`src/rtl/ps2_lcd_line_buffer_pkg.sv`:
```
// Shared types and LCD constants for the PS2-to-LCD keystroke line buffer.
// Holds the controller state enum, the init instruction sequence and the per-row DDRAM bases.
package ps2_lcd_pkg;

  typedef enum logic [2:0] {
    S_INIT,
    S_INIT_WAIT,
    S_IDLE,
    S_ROM_WAIT,
    S_ISSUE_CHAR,
    S_WAIT_CHAR,
    S_ISSUE_LINE,
    S_WAIT_LINE
  } state_t;

  localparam logic [8:0] LCD_FUNC_SET   = 9'h038;
  localparam logic [8:0] LCD_DISP_ON    = 9'h00C;
  localparam logic [8:0] LCD_CLEAR      = 9'h001;
  localparam logic [8:0] LCD_ENTRY_MODE = 9'h006;
  localparam logic [8:0] LCD_HOME       = 9'h080;
  localparam int         INIT_LEN       = 5;

  localparam logic [6:0] ROW_BASE0 = 7'h00;
  localparam logic [6:0] ROW_BASE1 = 7'h40;
  localparam logic [6:0] ROW_BASE2 = 7'h14;
  localparam logic [6:0] ROW_BASE3 = 7'h54;

  function automatic logic [8:0] init_instr(input logic [2:0] idx);
    case (idx)
      3'd0:    return LCD_FUNC_SET;
      3'd1:    return LCD_DISP_ON;
      3'd2:    return LCD_CLEAR;
      3'd3:    return LCD_ENTRY_MODE;
      default: return LCD_HOME;
    endcase
  endfunction

  function automatic logic [6:0] row_base(input logic [1:0] row);
    case (row)
      2'd0:    return ROW_BASE0;
      2'd1:    return ROW_BASE1;
      2'd2:    return ROW_BASE2;
      default: return ROW_BASE3;
    endcase
  endfunction

  function automatic logic is_flush_state(input state_t s);
    return s inside {S_ROM_WAIT, S_ISSUE_CHAR, S_WAIT_CHAR, S_ISSUE_LINE, S_WAIT_LINE};
  endfunction

endpackage

```
`src/rtl/ps2_lcd_line_buffer_if.sv`:
```
// Bundle of PS2 input, ROM lookup, LCD command and status signals around the line buffer.
// The buffer sits on the slave side; the surrounding top level (or a bench) uses master.
interface ps2_lcd_if #(
  parameter int DEPTH = 16
);
  localparam int CW = $clog2(DEPTH) + 1;

  logic [7:0]    PS2_code;
  logic          PS2_code_ready;
  logic          PS2_make_code;
  logic          Flush_I;
  logic [8:0]    ROM_address;
  logic [7:0]    ROM_q;
  logic          LCD_start;
  logic [8:0]    LCD_instruction;
  logic          LCD_done;
  logic          Init_done;
  logic [CW-1:0] Fill_level;
  logic          Overflow;
  logic          Busy;

  modport master (
    output PS2_code, PS2_code_ready, PS2_make_code, Flush_I, ROM_q, LCD_done,
    input  ROM_address, LCD_start, LCD_instruction, Init_done, Fill_level, Overflow, Busy
  );

  modport slave (
    input  PS2_code, PS2_code_ready, PS2_make_code, Flush_I, ROM_q, LCD_done,
    output ROM_address, LCD_start, LCD_instruction, Init_done, Fill_level, Overflow, Busy
  );

endinterface

```
`src/rtl/ps2_lcd_line_buffer_sync_fifo.sv`:
```
// Circular FIFO with push, pop and retract (drop newest); head is read combinationally.
// Push into a full FIFO and pop/retract on an empty one are ignored.
module sync_fifo #(
  parameter int DEPTH = 16,
  parameter int WIDTH = 8,
  parameter int CW    = $clog2(DEPTH) + 1
) (
  input  logic             clk,
  input  logic             rst_n,
  input  logic             push,
  input  logic [WIDTH-1:0] push_data,
  input  logic             pop,
  input  logic             retract,
  output logic [WIDTH-1:0] rd_data,
  output logic             full,
  output logic             empty,
  output logic [CW-1:0]    count
);
  localparam int AW = $clog2(DEPTH);

  logic [WIDTH-1:0] mem [DEPTH];
  logic [AW-1:0]    wr_ptr, rd_ptr;
  logic             push_ok, pop_ok, retract_ok;

  assign full       = (count == CW'(DEPTH));
  assign empty      = (count == '0);
  assign push_ok    = push & ~full;
  assign pop_ok     = pop & ~empty;
  assign retract_ok = retract & ~empty & ~pop;
  assign rd_data    = mem[rd_ptr];

  always_ff @(posedge clk) begin
    if (push_ok) mem[wr_ptr] <= push_data;
  end

  // Pointers wrap naturally because DEPTH is a power of two.
  always_ff @(posedge clk or negedge rst_n) begin
    if (!rst_n) begin
      wr_ptr <= '0;
      rd_ptr <= '0;
      count  <= '0;
    end else begin
      if (push_ok)         wr_ptr <= wr_ptr + 1'b1;
      else if (retract_ok) wr_ptr <= wr_ptr - 1'b1;
      if (pop_ok)          rd_ptr <= rd_ptr + 1'b1;
      count <= count + CW'(push_ok) - CW'(pop_ok) - CW'(retract_ok);
    end
  end

endmodule

```
`src/rtl/ps2_lcd_line_buffer.sv`:
```
// Buffers PS2 make codes and flushes them to a multi-row LCD via the ROM translator.
// One cycle ROM wait plus one issue cycle per character; every LCD command waits for LCD_done.
module ps2_lcd_line_buffer
  import ps2_lcd_pkg::*;
#(
  parameter int         DEPTH           = 16,
  parameter int         FLUSH_THRESHOLD = 16,
  parameter int         COLS            = 16,
  parameter int         ROWS            = 2,
  parameter logic [7:0] ENTER_CODE      = 8'h5A,
  parameter logic [7:0] BKSP_CODE       = 8'h66
) (
  input logic     Clock_50,
  input logic     Resetn,
  ps2_lcd_if.slave bus
);
  localparam int CW   = $clog2(DEPTH) + 1;
  localparam int COLW = (COLS > 1) ? $clog2(COLS) : 1;

  state_t          state, state_next;
  logic            ready_d, init_done, overflow, lcd_start;
  logic [2:0]      init_idx;
  logic [8:0]      lcd_instr;
  logic [CW-1:0]   remaining, count, level_next;
  logic [COLW-1:0] col;
  logic [1:0]      row;
  logic [7:0]      head;
  logic            full, empty, busy, pop, done_ok, col_wrap;
  logic            key_edge, is_enter, is_bksp, is_data, push, retract, flush_req;

  assign key_edge = bus.PS2_code_ready & ~ready_d & bus.PS2_make_code & init_done;
  assign is_enter = key_edge & (bus.PS2_code == ENTER_CODE);
  assign is_bksp  = key_edge & (bus.PS2_code == BKSP_CODE);
  assign is_data  = key_edge & ~is_enter & ~is_bksp;
  assign busy     = is_flush_state(state);
  assign push     = is_data & ~full;
  assign retract  = is_bksp & ~busy & ~empty;
  assign done_ok  = bus.LCD_done & ~lcd_start;
  assign col_wrap = (col == COLW'(COLS - 1));

  // Occupancy after this cycle's key action; the flush snapshot includes a push that triggers it.
  assign level_next = count + CW'(push) - CW'(retract);
  assign flush_req  = is_enter | bus.Flush_I | (push & (level_next == CW'(FLUSH_THRESHOLD)));

  sync_fifo #(.DEPTH(DEPTH), .WIDTH(8), .CW(CW)) u_fifo (
    .clk       (Clock_50),
    .rst_n     (Resetn),
    .push      (push),
    .push_data (bus.PS2_code),
    .pop       (pop),
    .retract   (retract),
    .rd_data   (head),
    .full      (full),
    .empty     (empty),
    .count     (count)
  );

  always_comb begin
    state_next = state;
    pop        = 1'b0;
    unique case (state)
      S_INIT:       state_next = S_INIT_WAIT;
      S_INIT_WAIT:  if (done_ok) state_next = (init_idx == 3'(INIT_LEN - 1)) ? S_IDLE : S_INIT;
      S_IDLE:       if (flush_req && level_next != '0) state_next = S_ROM_WAIT;
      S_ROM_WAIT:   state_next = S_ISSUE_CHAR;
      S_ISSUE_CHAR: state_next = S_WAIT_CHAR;
      S_WAIT_CHAR: begin
        if (done_ok) begin
          pop = 1'b1;
          if (col_wrap)                    state_next = S_ISSUE_LINE;
          else if (remaining != CW'(1))    state_next = S_ROM_WAIT;
          else                             state_next = S_IDLE;
        end
      end
      S_ISSUE_LINE: state_next = S_WAIT_LINE;
      S_WAIT_LINE:  if (done_ok) state_next = (remaining != '0) ? S_ROM_WAIT : S_IDLE;
      default:      state_next = S_INIT;
    endcase
  end

  always_ff @(posedge Clock_50 or negedge Resetn) begin
    if (!Resetn) begin
      state     <= S_INIT;
      ready_d   <= 1'b0;
      init_idx  <= '0;
      init_done <= 1'b0;
      remaining <= '0;
      col       <= '0;
      row       <= '0;
      overflow  <= 1'b0;
      lcd_start <= 1'b0;
      lcd_instr <= '0;
    end else begin
      state     <= state_next;
      ready_d   <= bus.PS2_code_ready;
      lcd_start <= 1'b0;
      case (state)
        S_INIT: begin
          lcd_start <= 1'b1;
          lcd_instr <= init_instr(init_idx);
        end
        S_INIT_WAIT: if (done_ok) begin
          init_idx <= init_idx + 3'd1;
          if (state_next == S_IDLE) init_done <= 1'b1;
        end
        S_IDLE: if (state_next == S_ROM_WAIT) remaining <= level_next;
        S_ISSUE_CHAR: begin
          lcd_start <= 1'b1;
          lcd_instr <= {1'b1, bus.ROM_q};
        end
        S_ISSUE_LINE: begin
          lcd_start <= 1'b1;
          lcd_instr <= {2'b01, row_base(row)};
        end
        default: ;
      endcase
      if (pop) begin
        remaining <= remaining - 1'b1;
        if (col_wrap) begin
          col <= '0;
          row <= (row == 2'(ROWS - 1)) ? 2'd0 : row + 2'd1;
        end else begin
          col <= col + 1'b1;
        end
      end
      if (busy && state_next == S_IDLE) overflow <= 1'b0;
      if (is_data && full)              overflow <= 1'b1;
    end
  end

  assign bus.ROM_address     = (state == S_ROM_WAIT) ? {1'b0, head} : 9'd0;
  assign bus.LCD_start       = lcd_start;
  assign bus.LCD_instruction = lcd_instr;
  assign bus.Init_done       = init_done;
  assign bus.Fill_level      = count;
  assign bus.Overflow        = overflow;
  assign bus.Busy            = busy;

endmodule

```
`src/flat_wrapper.sv`:
```
// flat-port wrapper written by rule: the top's interface ports become plain ports
module ps2_lcd_line_buffer_flat import ps2_lcd_pkg::*;
#(
  parameter int         DEPTH           = 16,
  parameter int         FLUSH_THRESHOLD = 16,
  parameter int         COLS            = 16,
  parameter int         ROWS            = 2,
  parameter logic [7:0] ENTER_CODE      = 8'h5A,
  parameter logic [7:0] BKSP_CODE       = 8'h66
)
  (Clock_50, Resetn, bus_PS2_code, bus_PS2_code_ready, bus_PS2_make_code, bus_Flush_I, bus_ROM_q, bus_LCD_done, bus_ROM_address, bus_LCD_start, bus_LCD_instruction, bus_Init_done, bus_Fill_level, bus_Overflow, bus_Busy);
  ps2_lcd_if #(.DEPTH(DEPTH)) bus_i ();
  input logic Clock_50;
  input logic Resetn;
  input wire logic [$bits(bus_i.PS2_code)-1:0] bus_PS2_code;
  input wire logic [$bits(bus_i.PS2_code_ready)-1:0] bus_PS2_code_ready;
  input wire logic [$bits(bus_i.PS2_make_code)-1:0] bus_PS2_make_code;
  input wire logic [$bits(bus_i.Flush_I)-1:0] bus_Flush_I;
  input wire logic [$bits(bus_i.ROM_q)-1:0] bus_ROM_q;
  input wire logic [$bits(bus_i.LCD_done)-1:0] bus_LCD_done;
  output wire logic [$bits(bus_i.ROM_address)-1:0] bus_ROM_address;
  output wire logic [$bits(bus_i.LCD_start)-1:0] bus_LCD_start;
  output wire logic [$bits(bus_i.LCD_instruction)-1:0] bus_LCD_instruction;
  output wire logic [$bits(bus_i.Init_done)-1:0] bus_Init_done;
  output wire logic [$bits(bus_i.Fill_level)-1:0] bus_Fill_level;
  output wire logic [$bits(bus_i.Overflow)-1:0] bus_Overflow;
  output wire logic [$bits(bus_i.Busy)-1:0] bus_Busy;
  assign bus_i.PS2_code = bus_PS2_code;
  assign bus_i.PS2_code_ready = bus_PS2_code_ready;
  assign bus_i.PS2_make_code = bus_PS2_make_code;
  assign bus_i.Flush_I = bus_Flush_I;
  assign bus_i.ROM_q = bus_ROM_q;
  assign bus_i.LCD_done = bus_LCD_done;
  assign bus_ROM_address = bus_i.ROM_address;
  assign bus_LCD_start = bus_i.LCD_start;
  assign bus_LCD_instruction = bus_i.LCD_instruction;
  assign bus_Init_done = bus_i.Init_done;
  assign bus_Fill_level = bus_i.Fill_level;
  assign bus_Overflow = bus_i.Overflow;
  assign bus_Busy = bus_i.Busy;
  ps2_lcd_line_buffer #(.DEPTH(DEPTH), .FLUSH_THRESHOLD(FLUSH_THRESHOLD), .COLS(COLS), .ROWS(ROWS), .ENTER_CODE(ENTER_CODE), .BKSP_CODE(BKSP_CODE)) u_core (.Clock_50(Clock_50), .Resetn(Resetn), .bus(bus_i));
endmodule
```
`config.mk`:
```
export PLATFORM = sky130hd
export DESIGN_NAME = ps2_lcd_line_buffer_flat
export DESIGN_NICKNAME = d
export VERILOG_FILES = /design/src/rtl/ps2_lcd_line_buffer_pkg.sv /design/src/rtl/ps2_lcd_line_buffer_if.sv /design/src/rtl/ps2_lcd_line_buffer_sync_fifo.sv /design/src/rtl/ps2_lcd_line_buffer.sv /design/src/flat_wrapper.sv
export SDC_FILE = /design/constraint.sdc
export NUM_CORES = 1
export LEC_CHECK = 0
export BUFFER_PORTS_ARGS = -buffer_cell sky130_fd_sc_hd__buf_4
export CORE_MARGIN = 1
export CORE_UTILIZATION = 30
export DETAILED_ROUTE_END_ITERATION = 7
export GPL_ROUTABILITY_DRIVEN = 0
export SYNTH_ARGS = -nofsm -noshare
export SYNTH_HDL_FRONTEND = slang
export SYNTH_SLANG_ARGS = --single-unit
export TNS_END_PERCENT = 20
```
`constraint.sdc`:
```
create_clock -name Clock_50 -period 3.45 [get_ports Clock_50]
set_input_delay 0.69 -clock Clock_50 [delete_from_list [all_inputs] [get_ports Clock_50]]
set_output_delay 0.69 -clock Clock_50 [all_outputs]
set_load 0.01 [all_outputs]
```
==> metrics <==
die area 25,500 µm²; RSZ-0062 raised after global routing true; Seq cells post-synth 171; CP arrival 3.76 ns; placed instance count 867; R2R Path Start u_core.u_fifo.count[3]; site row count 57; nets 614; maximum vdd drop 0.000332 V; most common cell in the netlist edfxtp_1; DIE HEIGHT 160 µm; Combinational Power Share 34.9%; setup TNS after final layout 0 ns; mapped cell area 7450 µm²; CP startpoint u_core.u_fifo.count[3]; vias per inst 4.76; CTS tree done; Vias 4,302; largest family of logic cells by synthesized area multiplexers; TritonCTS Buffers 17; Die W 160 µm; fmax 291 MHz; number of synthesized flops with an enable pin 128; nature of the critical path startpoint register; first-pass GRT wire length 25,500 µm; Clock Tree Root clkbuf_16; reg-to-reg critical path endpoint u_core.remaining[0]; class of the worst hold path input pin to asynchronous set/reset pin; port bufs 47; H-tree lvl count 4; Mapped Cells 466; Compound-Gate Fraction of Synth Area 4.75%; internal power 4.80 mW; Routed WL 16,500 µm; CP delay by family, top simple AND/OR/NAND/NOR gates; clk sinks 171; clk slew on worst S/H paths 0.07 ns; final period utilization 99.6%; mux share of post-synthesis cell area 12.8%; Post-Synth Adder-Cell Area 4.50%; final period demand of the worst path 3.44 ns; initial antenna violation count 0; Worst-Skew Late Latency 0.44 ns; Hold Fails Final Rpt 0; maxcap violations 0; GRT Overall Usage 13.6%; hpwl dp 11,000 µm; Syn-to-layout area delta 25.1%; Post-route DRC 0; Sw Share 34.1%; Buf/Inv on CP 3; largest net degree at the start of global routing 44; Seq/Total Area, Yosys 66.1%; crit-path most repeated cell ha_4; Synth Area in Simple Gates 7.86%; diode count 0; Max stage delay on crit path 0.50 ns; Unique masters post-synth 55; Area contributors post-synth edfxtp_1, dfrtp_1, mux4_2, ha_1, nand2_1; CP max FO 5; DRT antenna net count 0; core area 24,300 µm²; Hold WS 0.236 ns; setup violators final 0; Routed WL per cell 18.3 µm; status completed; clock share of power 27.2%; Yosys warning count 0; Max-slew headroom 48.3%; Max Root-Sink Buffers 2; Top Ports 49; worst-margin pin slew 0.776 ns; commonest cells in the netlist edfxtp_1, dfrtp_1, mux4_2, nand2_1, nor2_1; CP Class register to register; Clock Skew 0.0105 ns; Post-Layout Cell Count 904; Power Density 781 nW/µm²; ys async rst share 25.1%; Synth Area in XOR/XNOR 1.76%; initial core utilization 30.6%; R2R setup slack 0.01 ns; switching pwr 2.48 mW; Flop pwr share 37.9%; layout cell share with drive strength beyond 1 34.5%; total gr overflow 0; syn_area_per_cell 16.0 µm²; worst-path cell chain inv_1 > ha_4 > nor3b_4 > nor2b_4 > or4_4 > inv_4 > ha_4 > inv_2 > ha_4 > fa_2 > a21oi_2 > o21bai_1 > xnor2_1 > a311oi_2 > and2_4 > a311o_1; Lkg Pwr 3.44 nW; vias in the first global route 4,448; Worst setup EP type register; Crit-path slowest cell or4_4; worst r2r path cells 16; area leader, netlist edfxtp_1; Crit path required time 3.77 ns; area fraction of the dominant cell type after synthesis 51.6%; Max Slew Vio Count 0; Synth Net Count 513; drt pass-1 iters 4; Post-synth top flop edfxtp_1; initial drt markers 324
==> repair_timing <==
| action | CTS | global route |
|---|---|---|
| pin swaps | 13 | 12 |
| resized for setup | 17 | 6 |
| setup buffers | 4 | 1 |
| hold buffers | 0 | 0 |
| setup endpoints to repair | 6 | 6 |
==> power groups by stage <==
| stage | Clock [mW] | Sequential, mW | Combinational [mW] |
|---|---|---|---|
| finish | 1.98 | 2.76 | 2.54 |
| global route | 2.09 | 2.79 | 2.80 |
| detailed placement | 0 | 2.79 | 2.49 |
| CTS | 2.02 | 2.75 | 2.53 |
| floorplan | 0 | 2.69 | 1.70 |
| global placement | 0 | 2.77 | 2.43 |
==> logic make-up (layout without fill, tap and decap cells) <==
| group | count (synthesis) | in the layout |
|---|---|---|
| buffers and inverters | 41 | 155 |
| AO/OA/AOI/OAI | 50 | 50 |
| multiplexers | 45 | 45 |
| other | 1 | 1 |
| AND/OR/NAND/NOR | 118 | 118 |
| XOR/XNOR | 15 | 15 |
| flip-flops | 171 | 171 |
| adder cells (fa/ha/maj) | 25 | 25 |
==> registers in the layout, indices dropped and copies added, names as in the netlist <==
| signal | cells |
|---|---|
| u_core.bus.Init_done | 1 |
| u_core.bus.LCD_instruction | 9 |
| u_core.bus.LCD_start | 1 |
| u_core.bus.Overflow | 1 |
| u_core.col | 4 |
| u_core.init_idx | 3 |
| u_core.ready_d | 1 |
| u_core.remaining | 5 |
| u_core.row | 2 |
| u_core.state | 3 |
| u_core.u_fifo.count | 5 |
| u_core.u_fifo.mem | 128 |
| u_core.u_fifo.rd_ptr | 4 |
| u_core.u_fifo.wr_ptr | 4 |
==> routing by layer <==
layer	vias to the layer above	global-route usage (%)	part of all wire, %
li1	1984	-	-
met1	2205	17.0	43
met2	89	22.4	51
met3	24	3.52	4.4
met4	0	5.77	1.6
met5	-	0	0
==> per-stage QoR <==
stage               power [mW]  setup WS (ns)  utilization [%]  area (µm²)
finish                    7.28         0.0125             38.3        9320
global route              7.69         -0.123             38.3        9320
CTS                       7.30        -0.0410             38.1        9270
detailed placement        5.28         -0.626             35.1        8530
global placement          5.20         -0.569             35.1        8530
floorplan                 4.39         -0.135                -        7470
==> placed cells by master, fill, tap and decap left out, types with 3 or more instances in the layout <==
master and count:
a21o_1 3, a21oi_1 8, a21oi_2 3, a22o_1 5
buf_12 3, buf_4 99, clkbuf_16 17, clkinv_8 6
dfrtp_1 42, edfxtp_1 128, ha_1 19, ha_4 3
inv_1 17, inv_12 3, inv_2 3, inv_8 3
mux4_2 40, nand2_1 35, nand2b_1 3, nand3_1 6
nand3b_1 3, nor2_1 31, nor2b_1 10, nor3_1 10
o21ai_0 11, or3_1 3, xnor2_1 9, xor2_1 5
==> worst max-delay path by stage <==
stage,to,slack (ns),cells past startpoint
2_1_floorplan,u_core.state[0],-0.14,13
5_1_grt,u_core.remaining[0],-0.12,16
3_5_place_dp,u_core.remaining[0],-0.63,15
3_3_place_gp,u_core.state[0],-0.57,15
6_report,u_core.remaining[0],0.01,16
4_1_cts,u_core.remaining[0],-0.04,14
==> layout make-up <==
class | instances | area [µm²]
timing repair buffer | 102 | 803
inverter | 21 | 81.3
clock buffer | 17 | 425
clock inverter | 15 | 206
tap | 324 | 405
fill | 2230 | 15000
sequential | 171 | 4920
multi-input combinational | 254 | 2470
Note: power is estimated with default switching activity, not from simulation.
